[src/rtl/seq_divider_pkg.sv]
// Shared definitions for the iterative restoring divider: FSM encodings and
// counter sizing.
package seq_divider_defs;

  typedef enum logic [1:0] {
    S_IDLE = 2'd0,
    S_RUN  = 2'd1,
    S_DONE = 2'd2
  } state_t;

  // Counter must hold SIZE itself, hence clog2(SIZE+1).
  function automatic int cnt_width(input int size);
    return $clog2(size + 1);
  endfunction

endpackage

[src/rtl/seq_divider_yadder.sv]
// Plain ripple-carry adder, one full-adder cell per bit.
module yAdder #(
  parameter int W = 5
) (
  input  logic [W-1:0] a,
  input  logic [W-1:0] b,
  input  logic         cin,
  output logic [W-1:0] z
);

  logic [W:0] c;

  assign c[0] = cin;

  for (genvar i = 0; i < W; i++) begin : g_bit
    assign z[i]   = a[i] ^ b[i] ^ c[i];
    assign c[i+1] = (a[i] & b[i]) | (c[i] & (a[i] ^ b[i]));
  end

endmodule

[src/rtl/seq_divider.sv]
// Unsigned restoring divider, one quotient bit per clock; DIVU/REMU unit with
// RISC-V divide-by-zero results (Q = all ones, R = dividend).
module seq_divider
  import seq_divider_defs::*;
#(
  parameter int SIZE = 4
) (
  input  logic            clk,
  input  logic            reset,
  input  logic            start,
  input  logic [SIZE-1:0] A,
  input  logic [SIZE-1:0] B,
  output logic [SIZE-1:0] Q,
  output logic [SIZE-1:0] R,
  output logic            busy,
  output logic            done,
  output logic            div0
);

  localparam int CW = cnt_width(SIZE);

  state_t          state;
  logic [SIZE-1:0] breg;
  logic [CW-1:0]   cnt;
  logic [SIZE:0]   rem_sh;
  logic [SIZE:0]   diff;

  // The bit shifted out of P stays in the trial value, so divisors with the
  // MSB set still see the full 2P+q partial remainder.
  assign rem_sh = {R, Q[SIZE-1]};

  yAdder #(.W(SIZE + 1)) u_sub (
    .a   (rem_sh),
    .b   (~{1'b0, breg}),
    .cin (1'b1),
    .z   (diff)
  );

  always_ff @(posedge clk) begin
    if (reset) begin
      state <= S_IDLE;
      Q     <= '0;
      R     <= '0;
      breg  <= '0;
      cnt   <= '0;
      busy  <= 1'b0;
      done  <= 1'b0;
      div0  <= 1'b0;
    end else begin
      case (state)
        S_IDLE, S_DONE: begin
          state <= S_IDLE;
          busy  <= 1'b0;
          done  <= 1'b0;
          if (start) begin
            if (B != '0) begin
              Q     <= A;
              R     <= '0;
              breg  <= B;
              cnt   <= CW'(SIZE);
              div0  <= 1'b0;
              busy  <= 1'b1;
              state <= S_RUN;
            end else begin
              Q     <= '1;
              R     <= A;
              div0  <= 1'b1;
              done  <= 1'b1;
              state <= S_DONE;
            end
          end
        end
        S_RUN: begin
          // diff MSB set means the trial subtraction went negative: restore.
          Q   <= {Q[SIZE-2:0], ~diff[SIZE]};
          R   <= diff[SIZE] ? rem_sh[SIZE-1:0] : diff[SIZE-1:0];
          cnt <= cnt - CW'(1);
          if (cnt == CW'(1)) begin
            state <= S_DONE;
            busy  <= 1'b0;
            done  <= 1'b1;
          end
        end
        default: begin
          state <= S_IDLE;
          busy  <= 1'b0;
          done  <= 1'b0;
        end
      endcase
    end
  end

endmodule

[config.mk]
export PLATFORM = sky130hd
export DESIGN_NAME = seq_divider
export DESIGN_NICKNAME = d
export VERILOG_FILES = /design/src/rtl/seq_divider_pkg.sv /design/src/rtl/seq_divider_yadder.sv /design/src/rtl/seq_divider.sv
export SDC_FILE = /design/constraint.sdc
export NUM_CORES = 1
export LEC_CHECK = 0
export BUFFER_PORTS_ARGS = -buffer_cell sky130_fd_sc_hd__buf_2
export CORE_MARGIN = 3
export CORE_UTILIZATION = 57
export CTS_BUF_LIST = sky130_fd_sc_hd__clkbuf_8 sky130_fd_sc_hd__clkbuf_16
export CTS_CLUSTER_DIAMETER = 120
export CTS_CLUSTER_SIZE = 30
export DETAILED_ROUTE_END_ITERATION = 16
export GPL_TIMING_DRIVEN = 0
export HOLD_SLACK_MARGIN = 0.1
export PLACE_DENSITY_LB_ADDON = 0.08
export SYNTH_ARGS = -nofsm -noshare
export SYNTH_HDL_FRONTEND = slang
export SYNTH_SLANG_ARGS = --single-unit
[constraint.sdc]
create_clock -name clk -period 5.89 [get_ports clk]
set_clock_uncertainty 0.1 [all_clocks]
set_input_delay 1.178 -clock clk [delete_from_list [all_inputs] [get_ports clk]]
set_output_delay 1.178 -clock clk [all_outputs]
set_load 0.01 [all_outputs]
## Word-level counts from Yosys, hierarchy flattened

Cells that the tools add are included.

| word-level totals | value |
|---|---|
| register bits after elaboration | 20 |
| memories | 0 |
| bits in writable memories | 0 |
| latch bits | 0 |
| memory bits (read-only) | 0 |
| bits of input ports | 11 |

| cells by class | value |
|---|---|
| equal/unequal tests | 6 |
| shift-type cells | 0 |
| reductions and logical operators | 8 |
| multiplexer cells | 22 |
| divide/modulo/power cells | 0 |
| $mul | 0 |
| magnitude comparators | 0 |
| add/sub/neg operators | 1 |
| bitwise gates (word level) | 23 |

Operator list:

| kind | count |
|---|---|
| two-way mux 4 bit | 5 |
| case mux 4 bit (2 select lines) | 2 |
| bitwise XOR 1 bit | 9 |
| AND 1 bit | 7 |
| two-way mux 1 bit | 6 |
| two-way mux 2 bit | 3 |
| two-way mux 3 bit | 2 |
| != test 2 bit (second input constant) | 3 |
| case mux 3 bit (2 select lines) | 1 |
| AND reduction 3 bit | 2 |
| inverter 4 -> 5 bit | 1 |
| bitwise OR 1 bit | 4 |
| case mux 1 bit (2 select lines) | 2 |
| case mux 2 bit (2 select lines) | 1 |
| AND reduction 2 bit | 2 |
| nonzero test 4 bit | 1 |
| equality test 3 x 1 -> 1 bit (second input constant) | 1 |
| subtractor 3 x 1 -> 3 bit (second input constant) | 1 |
| equality test 2 x 1 -> 1 bit (second input constant) | 1 |
| equality test 2 bit (second input constant) | 1 |
| logical NOT 2 bit | 1 |
| inverter 1 bit | 2 |
| nonzero test 2 bit | 1 |
| OR reduction 2 bit | 1 |

## Longest topological paths before layout

| logic depth | value |
|---|---|
| word-level depth | 12 |
| depth in mapped cells | 10 |
| depth with buffers taken out | 10 |

## Cells and area by module

From an unflattened synthesis, not the netlist that was laid out.

| second synthesis, totals | value |
|---|---|
| cells, all modules | 119 |
| area, all modules | 1057.3 µm² |

Modules (own cells, without submodules):

| module | sequential area each (µm²) | cells an instance | times used | area an instance (µm²) |
|---|---|---|---|---|
| seq_divider | 380.4 | 109 | 1 | 934.6 |
| yAdder | 0.0 | 10 | 1 | 122.6 |

## Least setup slack after synthesis

Ideal clock, no wire load.

| timing path | value |
|---|---|
| path kind | register -> register |
| start point | register Q[3] |
| end point | register R[2] |
| arrival time | 2.577 ns |
| slack | 3.113 ns |
| path buffers | 0 |
| stages on the path, launching flop included | 11 |
| library setup time | 0.100 ns |
| data required time | 5.690 ns |
| period minus slack after synthesis | 2.777 ns |
| path through | dfxtp_1 -> inv_1 -> ha_1 -> inv_1 -> fa_1 -> inv_1 -> fa_1 -> fa_1 -> xnor2_2 -> mux2_4 -> a2111oi_4 |

| on the way | value |
|---|---|
| word-level cells in the longest chain between the ends | 11 |

RTL lines:

| element | RTL line | text |
|---|---|---|
| start: declaration | seq_divider.sv:13 | `output logic [SIZE-1:0] Q,` |
| start signal: assignment | seq_divider.sv:75 | `Q <= {Q[SIZE-2:0], ~diff[SIZE]};` |
| AND 1 bit / bitwise XOR 1 bit (equally long branches) | seq_divider_yadder.sv:17 | `assign c[i+1] = (a[i] & b[i]) \| (c[i] & (a[i] ^ b[i]));` |
| bitwise OR 1 bit * | seq_divider_yadder.sv:17 |  |
| AND 1 bit * | seq_divider_yadder.sv:17 |  |
| bitwise OR 1 bit * | seq_divider_yadder.sv:17 |  |
| AND 1 bit | seq_divider_yadder.sv:17 |  |
| bitwise OR 1 bit | seq_divider_yadder.sv:17 |  |
| AND 1 bit | seq_divider_yadder.sv:17 |  |
| bitwise OR 1 bit | seq_divider_yadder.sv:17 |  |
| bitwise XOR 1 bit | seq_divider_yadder.sv:16 | `assign z[i] = a[i] ^ b[i] ^ c[i];` |
| two-way mux 4 bit * | seq_divider.sv:76 | `R <= diff[SIZE] ? rem_sh[SIZE-1:0] : diff[SIZE-1:0];` |
| case mux 4 bit (2 select lines) * | seq_divider.sv:50 | `case (state)` |
| end signal: assignment | seq_divider.sv:76 |  |
| end: declaration | seq_divider.sv:14 | `output logic [SIZE-1:0] R,` |

Every way passes the cells marked *; elsewhere a longest branch is shown, timed or not.
A chain may end at the register's enable or synchronous reset.

## Worst setup path after layout

Same ends and word-level chain as after synthesis.

==> impl_metrics.env <==
export IMPL_drive_above_1_share_pct=25.7
export IMPL_drc=0
export IMPL_cts_hold_buf=0
export IMPL_wl_met2_mm=1.19
export IMPL_async_flop_share_pct=0
export IMPL_fin_nets=162
export IMPL_ys_ff_latch=19
export IMPL_cts_root_buf="clkbuf_8"
export IMPL_clk_latency_ps=250
export IMPL_max_vdd_ir_drop_uv=216
export IMPL_syn_avg_cell_area_um2=9.10
export IMPL_hold_viol=0
export IMPL_core_um2=1760
export IMPL_die_area_um2=2480
export IMPL_areaGrowthSynthToFinish_pct=16.2
export IMPL_met1_length_mm=1.10
export IMPL_die_height_um=49.8
export IMPL_cts_max_path_buffers=2
export IMPL_setup_tns_ps=0
export IMPL_synth_mux_area_share_pct=4.70
export IMPL_cts_made_buffers=3
export IMPL_power_leakage_uw=0.000524
export IMPL_pre_cts_slack_ps=2980
export IMPL_antennaDiodeCount=0
export IMPL_cp_max_fo=5
export IMPL_synth_xor_area_share_pct=1.49
export IMPL_max_freq_ghz=0.338
export IMPL_fin_ws_ps=2930
export IMPL_clk_pin_slew_ps=70
export IMPL_worst_pin_slew_ps=490
export IMPL_io_buffers=20
export IMPL_cts_sinks=19
export IMPL_start_util_pct=61.9
export IMPL_grt_ovfl_total=0
export IMPL_wirelength_mm=2.48
export IMPL_row_count=15
export IMPL_cts_resized=0
export IMPL_cp_end_kind="flip-flop"
export IMPL_worstPathRequired_ps=5950
export IMPL_synth_top_area_share_pct=34.8
export IMPL_synthCells=120
export IMPL_hpwl_mm=1.88
export IMPL_cts_tree="yes"
export IMPL_ant_nets=0
export IMPL_worstSetupStartpointType="flip-flop"
export IMPL_syn_num_nets=137
export IMPL_synth_top_family_by_area="compound AO/OA/AOI/OAI gates"
export IMPL_synth_ff_type="dfxtp_1"
export IMPL_vias=991
export IMPL_max_slew_margin_rel_pct=67.3
export IMPL_grt_pass1_wl_mm=4.28
export IMPL_synth_edf_count=0
export IMPL_grt_max_degree=11
export IMPL_top_layer="met4"
export IMPL_yosysMostFrequentCell="dfxtp_1"
export IMPL_drtIter0Drc=21
export IMPL_ys_seq_area_share_pct=34.8
export IMPL_status="completed"
export IMPL_max_cap_violations=0
export IMPL_cts_setup_buffers=0
export IMPL_synth_compound_area_share_pct=22.2
export IMPL_fin_util_pct=71.9
export IMPL_power_density_nw_per_um2=272
export IMPL_hold_path_class="flip-flop to flip-flop"
export IMPL_total_power_uw=345
export IMPL_antenna_found_initial=0
export IMPL_rsz0062_at_grt="false"
export IMPL_worstPathArrival_ps=3020
export IMPL_yosysUniqueCellTypes=36
export IMPL_netlist_top_cells_count="19 x dfxtp_1, 13 x a21oi_1, 9 x inv_1, 9 x nand2_1, 6 x nor3_1"
export IMPL_period_share_pct=50.3
export IMPL_layout_min_cycle_time_ps=2960
export IMPL_yosys_warnings=0
export IMPL_dr_pass1_iters=4
export IMPL_yosys_area_share_adder_pct=8.93
export IMPL_grtUsageTotal_pct=22.1
export IMPL_synth_area_leaders="dfxtp_1 35%, a21oi_1 6.0%, fa_1 5.5%"
export IMPL_place_congestion=0.789
export IMPL_viasPerCell=5.86
export IMPL_critPathKind="flip-flop to flip-flop"
export IMPL_netlist_area_um2=1090
export IMPL_report_final_slew_viol_count=0
export IMPL_wl_met3_um=156
export IMPL_wl_per_cell_um=14.7
export IMPL_grt_pass1_vias=907
export IMPL_ioPinCount=22
export IMPL_setup_viol=0
export IMPL_dieWidth_um=49.8
export IMPL_synth_area_leader_cell="dfxtp_1"
export IMPL_cts_max_level=1
export IMPL_yosys_area_share_simple_pct=20.5
## sequential cells by signal, indices dropped and copies added, names as in the netlist
| name | cells |
|---|---|
| busy | 1 |
| R | 4 |
| div0 | 1 |
| cnt | 3 |
| breg | 4 |
| Q | 4 |
| state | 2 |
## worst max-delay path, stage by stage, from the launching register on
cell and delay, ps:
dfxtp_1 400, inv_1 80, ha_1 200, inv_1 60, fa_1 160, inv_1 50, fa_1 370, fa_1 420
xnor2_2 340, mux2_4 350, a2111oi_4 330
## placed cells by master (no fill, tap or decap), types with 3 or more instances in the layout
cell and n:
o31ai_1 3, buf_2 24, a21oi_1 13, nand2b_1 4, nand3_1 5, nand2_1 9, clkbuf_1 3, inv_1 10
ha_1 3, clkbuf_8 3, dfxtp_1 19, a311oi_1 3, o21ai_1 3, nor3_1 6, fa_1 3, nor2_1 5
## per-layer routing
layer	global-route usage [%]	vias up
met5	0	-
met4	5.53	0
met2	37.4	42
met1	29.1	471
li1	-	472
met3	3.63	6
## report_power, final
group	switching (uW)	total, uW	leakage [uW]	internal, uW
Clock	42.4	88.7	0.0000269	46.3
Combinational	56.3	104	0.000341	47.4
Sequential	11.0	152	0.000157	141
Total	110	345	0.000524	235
## layout make-up
class | instances | area [um2]
multi-input cells | 83 | 632
clock inverters | 1 | 3.75
clock buffers | 3 | 41.3
fillers | 162 | 495
well taps | 25 | 31.3
inverters | 9 | 33.8
repair buffers | 20 | 100
plain buffers | 9 | 46.3
flip-flops and latches | 19 | 380
## worst paths after layout
check / start / end / slack [ps] / depth (start not counted)
max: Q[3] / R[2] / 2930 / 10
min: div0 / div0 / 360 / 2
max reg2reg: Q[3] / R[2] / 2930 / 10
min reg2reg: div0 / div0 / 360 / 2
## metrics by stage
step	instances	hold WS (ps)	instance area, um2
global placement	165	342	1220
detailed placement	165	345	1220
CTS	169	357	1270
floorplan	120	348	1090
global route	169	411	1270
finish	169	362	1270
## cells by family (layout without fill, tap and decap cells)
logic type                 Yosys count  in the layout
and+or+nand+nor                     40             40
DFF                                 19             19
buffers and inverters               18             42
muxes                                4              4
xor gates and xnor gates             1              1
adders and majority gates            6              6
AOI/OAI and AO/OA                   32             32
(Power assumes the default switching activity.)
